==> config.mk <==
export PLATFORM = sky130hd
export DESIGN_NAME = spi_reg_bank
export DESIGN_NICKNAME = d
export VERILOG_FILES = /design/src/rtl/spi_reg_pkg.sv /design/src/rtl/spi_sync_edge.sv /design/src/rtl/spi_reg_bank.sv
export SDC_FILE = /design/constraint.sdc
export NUM_CORES = 1
export LEC_CHECK = 0
export BUFFER_PORTS_ARGS = -buffer_cell sky130_fd_sc_hd__buf_4
export CORE_ASPECT_RATIO = 1.5
export CORE_MARGIN = 4
export CORE_UTILIZATION = 50
export DETAILED_ROUTE_END_ITERATION = 12
export GPL_ROUTABILITY_DRIVEN = 0
export PLACE_DENSITY = 0.75
export SKIP_CTS_REPAIR_TIMING = 1
export SYNTH_ARGS = -nofsm -noshare
export SYNTH_HDL_FRONTEND = slang
export SYNTH_SLANG_ARGS = --single-unit
==> constraint.sdc <==
create_clock -name clk -period 1.87 [get_ports clk]
set_input_delay 0.4675 -clock clk [delete_from_list [all_inputs] [get_ports clk]]
set_output_delay 0.4675 -clock clk [all_outputs]
set_load 0.005 [all_outputs]
==> src/rtl/spi_reg_pkg.sv <==
// Shared constants and types for the SPI register bank.
package spi_reg_pkg;

  // Register map
  localparam int ADDR_STATUS = 0;
  localparam int ADDR_CTRL   = 1;
  localparam int ADDR_P      = 2;
  localparam int ADDR_E      = 3;
  localparam int ADDR_M      = 4;
  localparam int ADDR_CONST  = 5;
  localparam int ADDR_C      = 6;
  localparam int ADDR_SPARE  = 7;

  // Command byte layout and control register bits
  localparam int CMD_BITS       = 8;
  localparam int CMD_RW_BIT     = 7;
  localparam int CTRL_START_BIT = 0;
  localparam int CTRL_STOP_BIT  = 1;

  // Frame sequencer states
  typedef enum logic [1:0] {
    IDLE = 2'd0,
    CMD  = 2'd1,
    DATA = 2'd2,
    DONE = 2'd3
  } state_t;

endpackage

==> src/rtl/spi_sync_edge.sv <==
// Two-flop synchroniser for one asynchronous SPI pin, followed by a
// one-flop history stage that yields single-cycle rise/fall strobes.
module spi_sync_edge #(
  parameter logic RST_VAL = 1'b0
) (
  input  logic clk,
  input  logic rstb,
  input  logic i_async,
  output logic o_sync,
  output logic o_rise,
  output logic o_fall
);

  logic r_meta;
  logic r_sync;
  logic r_prev;

  // Metastability filter plus previous-value stage for edge detection.
  // NOTE: sequential state uses non-blocking assignments so every flop
  // samples the pre-edge values of the others, whatever the statement order.
  always_ff @(posedge clk or negedge rstb) begin
    if (!rstb) begin
      r_meta <= RST_VAL;
      r_sync <= RST_VAL;
      r_prev <= RST_VAL;
    end else begin
      r_meta <= i_async;
      r_sync <= r_meta;
      r_prev <= r_sync;
    end
  end

  assign o_sync = r_sync;
  assign o_rise = r_sync & ~r_prev;
  assign o_fall = ~r_sync & r_prev;

endmodule

==> src/rtl/spi_reg_bank.sv <==
// SPI mode-0 slave register bank for the RSA core: oversamples the SPI
// pins in the clk domain, decodes command/data frames, holds the RSA
// operand registers, emits start/stop pulses and captures the result.
module spi_reg_bank
  import spi_reg_pkg::*;
#(
  parameter int WIDTH  = 8,
  parameter int ADDR_W = 3
) (
  input  logic             clk,
  input  logic             rstb,
  input  logic             ena,
  input  logic             spi_cs_n,
  input  logic             spi_clk,
  input  logic             spi_mosi,
  output logic             spi_miso,
  output logic             spi_start_cmd,
  output logic             spi_stop_cmd,
  output logic [WIDTH-1:0] rsa_p,
  output logic [WIDTH-1:0] rsa_e,
  output logic [WIDTH-1:0] rsa_m,
  output logic [WIDTH-1:0] rsa_const,
  input  logic [WIDTH-1:0] rsa_c,
  input  logic             rsa_eoc,
  input  logic [WIDTH-1:0] status,
  output logic [WIDTH-1:0] spare
);

  // Bit counter must reach the longer of the command and data phases.
  localparam int MAX_BITS = (WIDTH > CMD_BITS) ? WIDTH : CMD_BITS;
  localparam int CNT_W    = $clog2(MAX_BITS);

  localparam logic [CNT_W-1:0] CNT_CMD_LAST  = CNT_W'(CMD_BITS - 1);
  localparam logic [CNT_W-1:0] CNT_DATA_LAST = CNT_W'(WIDTH - 1);

  localparam logic [ADDR_W-1:0] A_STATUS = ADDR_W'(ADDR_STATUS);
  localparam logic [ADDR_W-1:0] A_CTRL   = ADDR_W'(ADDR_CTRL);
  localparam logic [ADDR_W-1:0] A_P      = ADDR_W'(ADDR_P);
  localparam logic [ADDR_W-1:0] A_E      = ADDR_W'(ADDR_E);
  localparam logic [ADDR_W-1:0] A_M      = ADDR_W'(ADDR_M);
  localparam logic [ADDR_W-1:0] A_CONST  = ADDR_W'(ADDR_CONST);
  localparam logic [ADDR_W-1:0] A_C      = ADDR_W'(ADDR_C);
  localparam logic [ADDR_W-1:0] A_SPARE  = ADDR_W'(ADDR_SPARE);

  // Synchronised pins and edge strobes
  logic w_cs_n_s, w_cs_rise, w_cs_fall;
  logic w_sclk_s, w_sclk_rise, w_sclk_fall;
  logic w_mosi_s, w_mosi_rise, w_mosi_fall;

  // Sequencer
  state_t r_state, w_next_state;
  logic [CNT_W-1:0]  r_cnt;
  logic              r_is_write;
  logic [ADDR_W-2:0] r_addr_sr;   // trailing command bits; the final bit completes the address
  logic [ADDR_W-1:0] r_addr;
  logic [WIDTH-1:0]  r_data_sr;

  // Sequencer control strobes
  logic w_cnt_clr, w_cnt_inc, w_rw_latch, w_addr_shift, w_cmd_done;
  logic w_wr_shift, w_rd_shift, w_commit;

  // Register file
  logic [WIDTH-1:0] r_p, r_e, r_m, r_const, r_c, r_spare;
  logic             r_start, r_stop;

  logic [ADDR_W-1:0] w_cmd_addr;
  logic [WIDTH-1:0]  w_wr_data;
  logic              w_unused_edges;

  spi_sync_edge #(.RST_VAL(1'b1)) u_sync_cs (
    .clk    (clk),
    .rstb   (rstb),
    .i_async(spi_cs_n),
    .o_sync (w_cs_n_s),
    .o_rise (w_cs_rise),
    .o_fall (w_cs_fall)
  );

  spi_sync_edge #(.RST_VAL(1'b0)) u_sync_sclk (
    .clk    (clk),
    .rstb   (rstb),
    .i_async(spi_clk),
    .o_sync (w_sclk_s),
    .o_rise (w_sclk_rise),
    .o_fall (w_sclk_fall)
  );

  spi_sync_edge #(.RST_VAL(1'b0)) u_sync_mosi (
    .clk    (clk),
    .rstb   (rstb),
    .i_async(spi_mosi),
    .o_sync (w_mosi_s),
    .o_rise (w_mosi_rise),
    .o_fall (w_mosi_fall)
  );

  // The cs_n level (not its edge) aborts frames, so a rise missed while
  // ena was low still returns the sequencer to IDLE.
  assign w_unused_edges = w_cs_rise ^ w_sclk_s ^ w_mosi_rise ^ w_mosi_fall;

  // Address completes with the bit arriving on the 8th rising edge.
  assign w_cmd_addr = {r_addr_sr, w_mosi_s};
  // Write data completes with the bit arriving on the last rising edge.
  assign w_wr_data  = {r_data_sr[WIDTH-2:0], w_mosi_s};

  // Value returned for a read of the given address (pre-update snapshot).
  function automatic logic [WIDTH-1:0] read_mux(input logic [ADDR_W-1:0] a);
    logic [WIDTH-1:0] v;
    v = '0;
    case (a)
      A_STATUS: v = status;
      A_P:      v = r_p;
      A_E:      v = r_e;
      A_M:      v = r_m;
      A_CONST:  v = r_const;
      A_C:      v = r_c;
      A_SPARE:  v = r_spare;
      default:  v = '0;   // control register and unmapped addresses
    endcase
    return v;
  endfunction

  // Sequencer state register.
  always_ff @(posedge clk or negedge rstb) begin
    if (!rstb) r_state <= IDLE;
    else       r_state <= w_next_state;
  end

  // Next-state and control strobes; everything freezes while ena is low.
  // NOTE: every output of this block gets a default first, otherwise paths
  // that skip an assignment would infer latches.
  always_comb begin
    w_next_state = r_state;
    w_cnt_clr    = 1'b0;
    w_cnt_inc    = 1'b0;
    w_rw_latch   = 1'b0;
    w_addr_shift = 1'b0;
    w_cmd_done   = 1'b0;
    w_wr_shift   = 1'b0;
    w_rd_shift   = 1'b0;
    w_commit     = 1'b0;
    if (ena) begin
      if (r_state != IDLE && w_cs_n_s) begin
        w_next_state = IDLE;            // deselect discards a partial frame
      end else begin
        case (r_state)
          IDLE: begin
            if (w_cs_fall) begin
              w_next_state = CMD;
              w_cnt_clr    = 1'b1;
            end
          end
          CMD: begin
            if (w_sclk_rise) begin
              w_addr_shift = 1'b1;
              w_cnt_inc    = 1'b1;
              if (r_cnt == '0) w_rw_latch = 1'b1;   // first bit is R/W
              if (r_cnt == CNT_CMD_LAST) begin
                w_cmd_done   = 1'b1;
                w_cnt_clr    = 1'b1;
                w_next_state = DATA;
              end
            end
          end
          DATA: begin
            if (w_sclk_rise) begin
              w_cnt_inc  = 1'b1;
              w_wr_shift = r_is_write;
              if (r_cnt == CNT_DATA_LAST) begin
                w_commit     = r_is_write;
                w_next_state = DONE;
              end
            end
            // The falling edge right after the command byte must not shift:
            // the master has not yet sampled the MSB.
            if (w_sclk_fall && !r_is_write && r_cnt != '0) w_rd_shift = 1'b1;
          end
          DONE:    w_next_state = DONE;
          default: w_next_state = IDLE;
        endcase
      end
    end
  end

  // Bit counter, command capture and the shared data shift register.
  always_ff @(posedge clk or negedge rstb) begin
    if (!rstb) begin
      r_cnt      <= '0;
      r_is_write <= 1'b0;
      r_addr_sr  <= '0;
      r_addr     <= '0;
      r_data_sr  <= '0;
    end else begin
      if (w_cnt_clr)      r_cnt <= '0;
      else if (w_cnt_inc) r_cnt <= r_cnt + 1'b1;

      if (w_rw_latch)   r_is_write <= w_mosi_s;
      if (w_addr_shift) r_addr_sr  <= w_cmd_addr[ADDR_W-2:0];

      if (w_cmd_done) begin
        r_addr    <= w_cmd_addr;
        r_data_sr <= r_is_write ? '0 : read_mux(w_cmd_addr);
      end else if (w_wr_shift) begin
        r_data_sr <= w_wr_data;
      end else if (w_rd_shift) begin
        r_data_sr <= {r_data_sr[WIDTH-2:0], 1'b0};
      end
    end
  end

  // Writable registers and the self-clearing control pulses.
  // NOTE: these are a handful of flops, not a RAM, so they take the async
  // reset and come up as zero for the RSA core.
  always_ff @(posedge clk or negedge rstb) begin
    if (!rstb) begin
      r_p     <= '0;
      r_e     <= '0;
      r_m     <= '0;
      r_const <= '0;
      r_spare <= '0;
      r_start <= 1'b0;
      r_stop  <= 1'b0;
    end else begin
      r_start <= w_commit && (r_addr == A_CTRL) && w_wr_data[CTRL_START_BIT];
      r_stop  <= w_commit && (r_addr == A_CTRL) && w_wr_data[CTRL_STOP_BIT];
      if (w_commit) begin
        case (r_addr)
          A_STATUS, A_SPARE: r_spare <= w_wr_data;
          A_P:               r_p     <= w_wr_data;
          A_E:               r_e     <= w_wr_data;
          A_M:               r_m     <= w_wr_data;
          A_CONST:           r_const <= w_wr_data;
          default: ;                        // control, C and unmapped: no storage
        endcase
      end
    end
  end

  // Result capture; independent of ena so a finished calculation is never lost.
  always_ff @(posedge clk or negedge rstb) begin
    if (!rstb)        r_c <= '0;
    else if (rsa_eoc) r_c <= rsa_c;
  end

  assign spi_miso      = (r_state == DATA && !r_is_write) ? r_data_sr[WIDTH-1] : 1'b0;
  assign spi_start_cmd = r_start;
  assign spi_stop_cmd  = r_stop;
  assign rsa_p         = r_p;
  assign rsa_e         = r_e;
  assign rsa_m         = r_m;
  assign rsa_const     = r_const;
  assign spare         = r_spare;

endmodule

==> implementation parameters <==
Parameter                              Value

Critical path
  Data arrival time of the critical path ... 2.16 ns
  Setup CP Type ... flip-flop to flip-flop
  Slowest cell on crit path ... sky130_fd_sc_hd__dfrtp_1
  Maximum fanout along the worst path ... 8
  CP Cell Sequence ... inv_2 -> ha_4 -> buf_12 -> nand3_4 -> inv_2 -> nand2_2 -> nor4b_4 -> buf_6 -> mux2_4
  Type of origin of the critical path ... flip-flop
  Required time of the critical path ... 2.11 ns
  Crit path capture type ... flip-flop
  Longest individual stage delay on the worst path ... 0.39 ns
  Dominant cell type by count on the critical path ... sky130_fd_sc_hd__inv_2

Final layout
  Nets@finish ... 440
  Post-synthesis to final-layout area growth ... 34.2%
  Filler Cell Count ... 564
  Antenna cells ... 0
  Number of standard cells in the final layout excluding fillers ... 515
  Layout cell share with drive strength beyond 1 ... 49.4%

Yosys
  Warning count from the yosys run ... 0
  Post-synth EDFFs ... 0
  Fraction of synthesis flops using an asynchronous set or reset pin ... 100%
  Fraction of the yosys area taken by sequential cells ... 51.8%
  Register bit total from synthesis ... 77
  Flip-flop cell with the highest count after synthesis ... sky130_fd_sc_hd__dfrtp_1
  Synthesized instance count ... 310
  Cell area after synthesis ... 3720 sq um
  Synth unique cells ... 45
  Post-synth net total ... 340
  Mean Syn Cell Area ... 12.0 sq um

Worst hold path
  Worst hold path class ... input pin to flip-flop

Global routing
  Total global-route track usage ... 21.7%
  Vias in the first global route ... 2892
  Total congestion overflow after global routing ... 0
  Antenna violations before repair ... 0
  First-pass GRT wire length ... 14600 um
  Pin count of the biggest net entering global routing ... 58

Timing
  Max-slew violation count ... 0
  Min Tclk post-route ... 1.92 ns
  Unrepaired setup endpoints after global routing ... true
  Max-slew headroom at the worst pin ... 66.5%
  Minimum setup slack in the final design ... -0.0479 ns
  Maximum clock skew at final layout ... 0.00998 ns
  Final Hold Viols ... 0
  Fmax achieved ... 521 MHz
  Total of endpoints with negative setup slack in the final report ... 19
  Final Cycle Share ... 103%
  Worst Tran Pin Value ... 0.503 ns

Status
  Outcome ... complete, but fails checks
  Violated checks ... setup timing

Detailed routing
  Routed wire length ... 9500 um
  Number of design-rule violations left by the first detailed-router iteration ... 151
  DRC viols ... 0
  Avg WL per Cell ... 18.4 um
  Post-detailed-route count of antenna-violating nets ... 0
  Total number of vias ... 2874
  TritonRoute pass-1 iters ... 4
  Routed via count divided by cell count ... 5.58

CTS
  TritonCTS clock tree ... built
  Later-pin clock latency in the skew report ... 0.36 ns
  Number of buffers created by CTS ... 9
  Number of levels the H-tree was split into ... 3
  Clock slew at reported path FFs ... 0.08 ns
  Maximum clock path buffer count ... 2
  Root Driver ... sky130_fd_sc_hd__clkbuf_8
  Number of clock sinks ... 77

Floorplan
  Initial cell density of the core ... 51.5%
  Total number of placement rows ... 38
  Vertical extent of the die ... 114 um
  Area of the die ... 8920 sq um
  Width of the chip ... 78.5 um
  Core ar. ... 7230 sq um
  Count of pins on the block boundary ... 66

Power
  Worst-case vdd ir drop ... 626 uV
  Power density relative to cell area ... 975 nW/um^2
  Leak ... 0.00239 uW
  Sw power ... 1630 uW
  Net Sw Frac ... 33.4%
  Portion of total power attributed to combinational logic ... 28.2%
  Flop pwr share ... 44.4%
  Cell-internal power ... 3240 uW
  Clock network fraction of design power ... 27.4%

Placed design
  Post-detail-place hpwl ... 6660 um
  Port Buffers ... 65
  Worst slack, placed ... -0.198 ns
  Placed cell count ... 494

Job
  Max-capacitance violation count ... 0
==> area by class of cell <==
cell class,count,area [sq um],share of cell area (%)
Tap cell,100,125,2.50
Timing Repair Buffer,105,843,16.9
Inverter,8,30.0,0.601
Multi-Input combinational cell,209,1860,37.1
Clock inverter,4,45.0,0.902
Clock buffer,12,165,3.31
Sequential cell,77,1930,38.7
==> logic make-up (layout without fill, tap and decap cells) <==
| group | count (synthesis) | count (layout) | share of synthesized area (%) |
|---|---|---|---|
| AO/OA/AOI/OAI | 58 | 58 | 10.5 |
| XOR/XNOR | 1 | 1 | 0.235 |
| adder cells (fa/ha/maj) | 7 | 7 | 2.35 |
| buffers and inverters | 24 | 129 | 2.72 |
| flip-flops | 77 | 77 | 51.8 |
| multiplexers | 69 | 69 | 20.7 |
| AND/OR/NAND/NOR | 74 | 74 | 11.6 |
==> cell usage in the layout (no fill, tap or decap), types with 6 or more instances in the layout <==
cell and count:
sky130_fd_sc_hd__buf_4 97, sky130_fd_sc_hd__dfrtp_1 73, sky130_fd_sc_hd__mux2_2 31, sky130_fd_sc_hd__mux2_4 24, sky130_fd_sc_hd__o21ai_0 20, sky130_fd_sc_hd__nand2_1 16
sky130_fd_sc_hd__nor2_1 15, sky130_fd_sc_hd__mux2i_1 13, sky130_fd_sc_hd__clkbuf_8 12, sky130_fd_sc_hd__a21oi_1 9, sky130_fd_sc_hd__a31oi_1 7, sky130_fd_sc_hd__nand3_1 6
==> routing by layer <==
| metal | wire length (um) | share of wire (%) | GRT usage, % |
|---|---|---|---|
| met2 | 5330 | 56 | 39.8 |
| met1 | 3720 | 39 | 25.1 |
| met3 | 289 | 3.0 | 3.24 |
| met4 | 164 | 1.7 | 8.52 |
| met5 | 0 | 0 | 0 |
==> critical path, delay by kind of cell (launching register included) <==
kind                       cells  cell delay [ns]
muxes                          1             0.32
adders and majority gates      1             0.17
buffers and inverters          4             0.53
and+or+nand+nor                3             0.39
DFF                            1             0.39
==> state kept, by name, summed over array words and instances, names as in the netlist, 2 cells and up <==
signal	cells
r_addr	3
rsa_e	8
spare	8
r_data_sr	8
r_c	8
r_cnt	3
r_addr_sr	2
rsa_const	8
r_state	2
rsa_p	8
rsa_m	8
==> metrics by stage <==
step           total power (uW)  utilization, %  TNS [ns]  instance area [sq um]  hold WS, ns
5_1_grt                    5140            69.1     -2.88                   5000        0.202
3_3_place_gp               3390            63.5     -2.02                   4590        0.337
3_5_place_dp               3430            63.5     -4.11                   4590        0.336
2_1_floorplan              2880               -    -0.703                   3750        0.172
4_1_cts                    4750            66.4     -4.55                   4800      -0.0174
6_report                   4870            69.1    -0.442                   5000        0.211
==> synthesized netlist by cell type, drive strengths merged, types with 4 or more instances <==
master / n / area (sq um)
a211oi: 5 / 50.1
a21oi: 9 / 45.0
a22oi: 5 / 37.5
a31oi: 7 / 43.8
and2: 4 / 25.0
and3: 4 / 25.0
buf: 9 / 45.0
clkbuf: 7 / 26.3
dfrtp: 74 / 1850
ha: 7 / 87.6
inv: 8 / 30.0
mux2: 55 / 619
mux2i: 13 / 130
nand2: 17 / 66.3
nand3: 9 / 67.6
nand4: 5 / 37.5
nor2: 18 / 67.6
o21ai: 20 / 100
==> path summary, 6_finish.rpt <==
| kind | from | end | slack, ns | cells past startpoint |
|---|---|---|---|---|
| worst max-delay path | r_state[0] | rsa_e[0] | -0.05 | 9 |
| worst min-delay path | spi_clk | u_sync_sclk.r_meta | 0.21 | 1 |
| worst max register to register | r_state[0] | rsa_e[0] | -0.05 | 9 |
| worst min register to register | u_sync_sclk.r_meta | u_sync_sclk.o_sync | 0.35 | 0 |
| max in group asynchronous | rstb | rsa_const[5] | 0.74 | 3 |
| min in group asynchronous | rstb | r_c[0] | 0.54 | 2 |
==> power groups by stage <==
stage / Clock [uW] / Sequential [uW] / Combinational [uW]
after floorplan: 0 / 2030 / 851
after global placement: 0 / 2160 / 1220
after detailed placement: 0 / 2170 / 1260
after CTS: 1350 / 2140 / 1270
after global routing: 1420 / 2200 / 1520
final: 1330 / 2160 / 1370
(Power assumes the default switching activity.)
